$ cat src/rtl/rom_fetch_ctrl.sv
`timescale 1ns/1ps
// rom_fetch_ctrl: front-end for a 1-cycle-latency ROM wrapper.
// After reset it sweeps the whole ROM once and builds an additive checksum.
// It then serves host reads. Grants are credit-limited so that every
// outstanding ROM read has a slot in the response FIFO, which lets the host
// stall responses without any ROM data being lost.
//
// Ports
//   clk_i, rst_ni      clock, asynchronous active-low reset
//   host_req_i/addr_i  host read request and word address
//   host_gnt_o         request accepted this cycle (combinational)
//   host_rvalid_o      response FIFO not empty
//   host_rdata_o       response FIFO head
//   host_rready_i      host takes the head word
//   rom_req_o/addr_o   ROM read strobe and word address
//   rom_rvalid_i/rdata ROM response, one cycle after rom_req_o
//   check_done_o       sweep finished (sticky until reset)
//   check_sum_o        running / final sweep checksum
module rom_fetch_ctrl #(
   parameter int unsigned Width    = 32,
   parameter int unsigned Depth    = 2048,
   parameter int unsigned RspDepth = 2,
   localparam int unsigned Aw      = $clog2(Depth)
) (
   input  logic             clk_i,
   input  logic             rst_ni,
   input  logic             host_req_i,
   input  logic [Aw-1:0]    host_addr_i,
   output logic             host_gnt_o,
   output logic             host_rvalid_o,
   output logic [Width-1:0] host_rdata_o,
   input  logic             host_rready_i,
   output logic             rom_req_o,
   output logic [Aw-1:0]    rom_addr_o,
   input  logic             rom_rvalid_i,
   input  logic [Width-1:0] rom_rdata_i,
   output logic             check_done_o,
   output logic [Width-1:0] check_sum_o
);

   localparam int unsigned PtrW = (RspDepth > 1) ? $clog2(RspDepth) : 1;
   // Wide enough for fifo count plus the in-flight read.
   localparam int unsigned CntW = $clog2(RspDepth + 2);

   typedef enum logic [1:0] {
      CHECK = 2'd0,
      DRAIN = 2'd1,
      SERVE = 2'd2
   } state_e;

   state_e           state_q;
   logic [Aw-1:0]    sweep_addr_q;
   logic             sweep_req_q;
   logic             inflight_q;
   logic [Width-1:0] sum_q;
   logic             done_q;

   logic [Width-1:0] mem_q [RspDepth];
   logic [PtrW-1:0]  wr_ptr_q;
   logic [PtrW-1:0]  rd_ptr_q;
   logic [CntW-1:0]  count_q;

   logic             serve;
   logic             rsp_ok;
   logic             push;
   logic             pop;
   logic             gnt_c;
   logic [CntW-1:0]  credit_used;

   function automatic logic [PtrW-1:0] ptr_inc(input logic [PtrW-1:0] p);
      return (p == PtrW'(RspDepth - 1)) ? '0 : p + PtrW'(1);
   endfunction

   // A response only counts if a read is actually outstanding.
   assign serve  = (state_q == SERVE);
   assign rsp_ok = rom_rvalid_i & inflight_q;
   assign push   = serve & rsp_ok;
   assign pop    = host_rvalid_o & host_rready_i;

   // Grant only if the FIFO can absorb every read that will land in it.
   assign credit_used = count_q + CntW'(inflight_q) - CntW'(pop);
   assign gnt_c       = serve & host_req_i & (credit_used < CntW'(RspDepth));

   assign host_gnt_o    = gnt_c;
   assign host_rvalid_o = (count_q != '0);
   assign host_rdata_o  = mem_q[rd_ptr_q];
   assign rom_req_o     = serve ? gnt_c : sweep_req_q;
   assign rom_addr_o    = serve ? host_addr_i : sweep_addr_q;
   assign check_done_o  = done_q;
   assign check_sum_o   = sum_q;

   // Sweep/serve sequencer, checksum and in-flight tracking.
   always_ff @(posedge clk_i or negedge rst_ni) begin
      if (!rst_ni) begin
         state_q      <= CHECK;
         sweep_addr_q <= '0;
         sweep_req_q  <= 1'b0;
         inflight_q   <= 1'b0;
         sum_q        <= '0;
         done_q       <= 1'b0;
      end else begin
         inflight_q <= rom_req_o;
         if (!serve && rsp_ok) begin
            sum_q <= sum_q + rom_rdata_i;
         end
         unique case (state_q)
            CHECK: begin
               // First cycle out of reset only arms the strobe at address 0.
               if (!sweep_req_q) begin
                  sweep_req_q <= 1'b1;
               end else if (sweep_addr_q == Aw'(Depth - 1)) begin
                  sweep_req_q <= 1'b0;
                  state_q     <= DRAIN;
               end else begin
                  sweep_addr_q <= sweep_addr_q + Aw'(1);
               end
            end
            DRAIN: begin
               if (rsp_ok) begin
                  done_q  <= 1'b1;
                  state_q <= SERVE;
               end
            end
            SERVE: begin
               state_q <= SERVE;
            end
            default: begin
               state_q <= CHECK;
            end
         endcase
      end
   end

   // Response FIFO; circular buffer with an occupancy counter.
   always_ff @(posedge clk_i or negedge rst_ni) begin
      if (!rst_ni) begin
         wr_ptr_q <= '0;
         rd_ptr_q <= '0;
         count_q  <= '0;
         for (int i = 0; i < int'(RspDepth); i++) begin
            mem_q[i] <= '0;
         end
      end else begin
         if (push) begin
            mem_q[wr_ptr_q] <= rom_rdata_i;
            wr_ptr_q        <= ptr_inc(wr_ptr_q);
         end
         if (pop) begin
            rd_ptr_q <= ptr_inc(rd_ptr_q);
         end
         count_q <= count_q + CntW'(push) - CntW'(pop);
      end
   end

   a_rvalid_has_req: assert property (@(posedge clk_i) disable iff (!rst_ni)
      rom_rvalid_i |-> inflight_q);

   a_no_overflow: assert property (@(posedge clk_i) disable iff (!rst_ni)
      push |-> (count_q != CntW'(RspDepth)));

   a_no_x_ctrl: assert property (@(posedge clk_i) disable iff (!rst_ni)
      !$isunknown(host_req_i) && !$isunknown(rom_rvalid_i));

endmodule
$ cat config.mk
export PLATFORM = sky130hd
export DESIGN_NAME = rom_fetch_ctrl
export DESIGN_NICKNAME = d
export VERILOG_FILES = /design/src/rtl/rom_fetch_ctrl.sv
export SDC_FILE = /design/constraint.sdc
export NUM_CORES = 1
export LEC_CHECK = 0
export CAP_MARGIN = 30
export CORE_ASPECT_RATIO = 0.75
export CORE_MARGIN = 2
export CORE_UTILIZATION = 45
export CTS_BUF_LIST = sky130_fd_sc_hd__clkbuf_8
export DETAILED_ROUTE_END_ITERATION = 8
export GPL_ROUTABILITY_DRIVEN = 1
export HOLD_SLACK_MARGIN = 0.15
export PLACE_DENSITY = 0.73
export SYNTH_ARGS = -nofsm -noshare
export SYNTH_HDL_FRONTEND = slang
export SYNTH_SLANG_ARGS = --single-unit
$ cat constraint.sdc
create_clock -name clk_i -period 2.1 [get_ports clk_i]
set_input_delay 0.21 -clock clk_i [delete_from_list [all_inputs] [get_ports clk_i]]
set_output_delay 0.21 -clock clk_i [all_outputs]
set_load 0.005 [all_outputs]
=== Yosys cells after proc, flatten, opt, wreduce, memory -nomap -nowiden ===
Index checks and enable logic that the tools add are counted.

* Output and inout port bits: 79
* Logic and storage cells: 61
* Input bits: 48
* Bits in registers: 116

* Reduce and logical (&&, ||, !) cells: 8
* Muxes and demuxes: 16
* Add/sub/neg operators: 8
* Eq/ne operators: 6
* Bitwise operators: 8
* Order comparisons: 4

{| class="wikitable"
|+ Operators by type and width
! operator !! count
|-
| $mux 32 || 4
|-
| $bwmux 64 || 1
|-
| $add 32x32->32 || 1
|-
| $demux 32 s1 || 1
|-
| $add 11x1->11 const B || 1
|-
| $eq 11x11->1 const B || 1
|-
| $mux 11 || 1
|-
| $mux 2 || 3
|-
| $ne 2x2->1 const B || 3
|-
| $pmux 2 s3 || 1
|-
| $reduce_and 3->1 || 2
|-
| $and 1x1->1 || 5
|-
| $mux 1 || 5
|-
| $add 2x1->2 || 2
|-
| $ge 2x2->1 const B || 2
|-
| $not 1->2 || 2
|-
| $sub 2x1->2 || 2
|-
| $add 1x1->1 const B || 2
|-
| $eq 2x1->1 const B || 1
|-
| $eq 2x2->1 const B || 1
|-
| $logic_and 1x1->1 || 2
|-
| $logic_not 2->1 || 1
|-
| $lt 2x1->1 const B || 1
|-
| $lt 2x2->1 const B || 1
|-
| other kinds (4) || 4
|}

=== Longest topological paths before layout ===
* Depth after elaboration: 6
* Gate-level depth with buffers: 9
* Mapped depth without buffers: 9

=== Least setup slack after synthesis ===
No wires, ideal clock.

* Path type: flip-flop to flip-flop
* Start: reg sum_q[0] (netlist: check_sum_o[0])
* End: reg sum_q[22] (netlist: check_sum_o[22])
* Cell stages (with the launch flop): 10
* Path buffers: 0
* Clock period less this slack: 2412 ps
* Path slack: -312 ps
* Arrival: 2278 ps
* Library setup time: 134 ps
* Path through: dfrtp_1 -> ha_1 -> fa_1 -> a211oi_2 -> o21bai_2 -> o21a_2 -> a211oi_2 -> o31ai_1 -> xnor2_1 -> o21ai_0

* Cells in the longest elaborated chain, start to end: 1

{| class="wikitable"
|+ RTL lines
! element !! RTL line !! RTL
|-
| start, declared || 55 || <nowiki>logic [Width-1:0] sum_q;</nowiki>
|-
| start signal, assigned || 104 || <nowiki>sum_q <= sum_q + rom_rdata_i;</nowiki>
|-
| $add 32x32->32 || 104 ||
|}

Every way passes these cells.
A chain may end at the register's enable or synchronous reset.

=== Final worst setup path ===
* Start: reg count_q[0]
* End: out rom_req_o

* Cells in the longest elaborated chain, start to end: 6

{| class="wikitable"
|+ RTL lines
! element !! RTL line !! RTL
|-
| start, declared || 61 || <nowiki>logic [CntW-1:0] count_q;</nowiki>
|-
| start signal, assigned || 151 || <nowiki>count_q <= count_q + CntW'(push) - CntW'(pop);</nowiki>
|-
| $reduce_bool 2->1 || 85 || <nowiki>assign host_rvalid_o = (count_q != '0);</nowiki>
|-
| $and 1x1->1 || 78 || <nowiki>assign pop = host_rvalid_o & host_rready_i;</nowiki>
|-
| net pop || 66 || <nowiki>logic pop;</nowiki>
|-
| $sub 2x1->2 || 81 || <nowiki>assign credit_used = count_q + CntW'(inflight_q) - CntW'(pop);</nowiki>
|-
| $lt 2x2->1 || 82 || <nowiki>assign gnt_c = serve & host_req_i & (credit_used < CntW'(RspDepth));</nowiki>
|-
| $and 1x1->1 || 82 ||
|-
| $mux 1 || 87 || <nowiki>assign rom_req_o = serve ? gnt_c : sweep_req_q;</nowiki>
|-
| end, declared || 33 || <nowiki>output logic rom_req_o,</nowiki>
|}

The timed path passes the listed nets, and every way through them passes these cells.

==> impl_results.md <==
* Status: complete, but fails checks
* Failing checks: setup timing
* Leakage power at roughly 5.1 nW
* Final min period at 2460 ps
* VDD IR max at 493 uV
* NumNets Final at 1009
* Post-synthesis instance total at 640
* GPL Wtd Cong at 0.888
* Highest Clock Rate at 0.407 GHz
* Rel. slew slack at 0.523
* HPWL Detailed at ~14000 um
* Critical path class: register to output port
* Post-synth EDFFs at 0
* N_diodes at 0
* CP max stage delay at 380 ps
* Min setup slack post-route at -358 ps
* Worst Setup Start Kind: register
* Cell Area, Placed at 9330 sq um
* Non-Filler Instances at 1139
* Initial DRC count at 413
* Syn Nets at 727
* Post-Syn Area at 6870 sq um
* Layout cell share with drive strength beyond 1 at 0.452
* DR top layer: met4
* FFs w/ async S/R, synth at 1.00
* Cell breakdown of the critical path: or2_4 > and2_4 > ha_4 > xor2_2 > xnor2_2 > and3_4 > buf_4 > a21o_1 > buf_2
* Ranking of synthesized cells by area: dfrtp_1, mux2_2, ha_1
* Measured slew at the worst slew-check pin at 712 ps
* TritonCTS clock tree: done
* Row count at 39
* Starting Density at 0.455
* Unrepaired setup endpoints after global routing: yes
* Vias in the first global route at 6365
* Final setup vio count at 22
* Register Area at 2900 sq um
* IO Port Bufs at 126
* Yosys reg bits at 116
* Via density at 5.39
* R2R setup slack at -230 ps
* WHS at 210 ps
* Critical Path AT at 2250 ps
* Routed wl met2 at approximately 10000 um
* # IOs at about 130
* Clk sinks at 116
* Worst r2r dst: check_sum_o[18]$_DFFE_PN0P_
* Metal1 wirelength at just over 9000 um
* DRC Markers at 0
* Core Area at ~15000 sq um
* Synth Flop Type: dfrtp_1
* Multi-input logic area at 4350 sq um
* Final instance area at ~10000 sq um
* H-tree Lvls at 4
* CTS Buffer Depth at 2
* CTS Buf Count at 17
* YS warnings at 0
* Cell taking the most area after synthesis: dfrtp_1
* Post-Route WL at 20700 um
* Fill cells at approximately 1100
* Sequential fraction of the synthesis area at 0.423
* First-pass GRT wire length at 32200 um
* Required @ worst endpoint at between 1500 and 2000 ps
* Placed cell count at 1076
* Die span in y at 111 um
* Die ar. at 16300 sq um
* Total number of vias at between 6000 and 7000
* Clock skew at 11.9 ps
* Post-DR wirelength/cell at 18.2 um
* Synth-to-layout area growth at 52.4%
* Average cell area after synthesis at 10.7 sq um
* CP max FO at 2
* Final setup TNS at -3150 ps
* Register clock-pin slew on the reported worst setup and hold paths at roughly 70 ps
* Initial antenna violation count at 0
* Final Max Slew Viols at 0
* HP Class: input pin to asynchronous set/reset pin
* Fin crit share at 1.17
* CP max stage cell: dfrtp_1
* Hold Vio Cnt, Final at 0
* CTS Root Cell: clkbuf_8
* Worst-case reg-to-reg path depth at 10
* Worst-skew pair later-pin latency at 440 ps
* Gr ovfl total at 0
* Maxcap violations at 0
* Post-layout util at 0.694
* Largest net degree at the start of global routing at 75
* Drt pass-1 iters at 5
* Die width at 147 um
* Post-DRT Antenna Nets at 0
* Met3 WL post-DR at 1200 um
* R2R Path Start: check_sum_o[0]$_DFFE_PN0P_
* Distinct cell type count after synthesis at 62
* Power per standard cell area at 1100 nW/um^2
* CP Capture Type: output port
* Top cell type's share of synthesized area at 0.423
* GRT Total Usage at 0.251
[critical path: cells and delay by family, from the launching register on]
kind	cells	cell delay [ps]
adder cells (fa/ha/maj)	1	160
XOR/XNOR	2	300
AND/OR/NAND/NOR	3	570
buffers and inverters	2	240
AO/OA/AOI/OAI	1	160
flip-flops	1	380
[report_power, final]
part           switching, mW  internal [mW]
sequential             0.280           2.55
clock                  0.915          0.845
combinational           3.31           3.61
total                   4.50           7.01
[synth_stat cells, drive strengths merged (6+ instances only)]
master / instances
dfrtp: 116
mux2: 109
nand2: 65
o21ai: 45
a21oi: 38
ha: 38
nor2: 25
xor2: 22
a21o: 20
xnor2: 18
buf: 17
clkbuf: 17
nand4: 15
nand3: 14
inv: 8
o21bai: 8
a31oi: 7
nor3: 6
[per-stage QoR]
step	power (mW)	worst slack (ps)
floorplan	5.65	-78.4
global placement	8.39	-536
detailed placement	8.50	-594
CTS	10.9	-375
global route	12.2	-446
finish	11.5	-358
[flip-flops by register name, indices dropped and copies added, names as in the netlist]
register      cells
check_done_o      1
check_sum_o      32
count_q           2
inflight_q        1
mem_q            64
rd_ptr_q          1
state_q           2
sweep_addr_q     11
sweep_req_q       1
wr_ptr_q          1
[worst max path at each step]
| stage | end | startpoint |
|---|---|---|
| 2_1_floorplan | check_sum_o[18]$_DFFE_PN0P_ | check_sum_o[0]$_DFFE_PN0P_ |
| 3_3_place_gp | check_sum_o[18]$_DFFE_PN0P_ | rom_rdata_i[0] |
| 3_5_place_dp | check_sum_o[27]$_DFFE_PN0P_ | rom_rdata_i[1] |
| 4_1_cts | rom_req_o | count_q[0]$_DFF_PN0_ |
| 5_1_grt | rom_req_o | count_q[1]$_DFF_PN0_ |
| 6_report | rom_req_o | count_q[0]$_DFF_PN0_ |
[cell families (layout without fill, tap and decap cells)]
| kind of cell | count (synthesis) | after routing | share of synthesized area |
|---|---|---|---|
| mux | 110 | 110 | 0.180 |
| xor+xnor | 40 | 40 | 0.0510 |
| flops | 116 | 116 | 0.423 |
| buf+inv | 42 | 336 | 0.0293 |
| compound gates | 149 | 149 | 0.146 |
| simple gates | 144 | 144 | 0.0982 |
| fa+ha+maj | 39 | 39 | 0.0722 |
[metal layers]
| metal | vias up | global-route usage |
|---|---|---|
| met5 | - | 0 |
| met4 | 0 | 0.0809 |
| met3 | 34 | 0.0531 |
| met2 | 220 | 0.414 |
| met1 | 2991 | 0.332 |
| li1 | 2895 | - |
[area by class of cell]
cell class / count / share of cell area
Clock buffer: 19 / 0.0250
Inverter: 8 / 0.00287
Clock inverter: 12 / 0.00658
Multi-Input combinational cell: 482 / 0.415
Tap cell: 205 / 0.0245
Sequential cell: 116 / 0.277
Timing Repair Buffer: 297 / 0.248
[cell usage in the layout, fill, tap and decap left out, types with 12 or more instances in the layout]
cell and count:
nor2_1 22, ha_1 23, a21oi_1 27, o21ai_0 15
xor2_1 20, dlygate4sd2_1 22, nand2_1 61, o21ai_1 24
ha_4 15, clkdlybuf4s50_1 80, clkbuf_2 17, nand3_1 13
nand4_1 14, dfrtp_1 115, xnor2_1 12, mux2_2 109
clkbuf_8 19, buf_4 152, a21o_1 19
[repair_timing]
item	4_1_cts	5_1_grt
hold buffers	1	0
setup endpoints to repair	67	44
hold endpoints to repair	116	0
gates cloned	4	0
pin swaps	33	21
buffers inserted	23	5
gates resized for setup	151	68
Note: power is estimated with default switching activity, not from simulation.
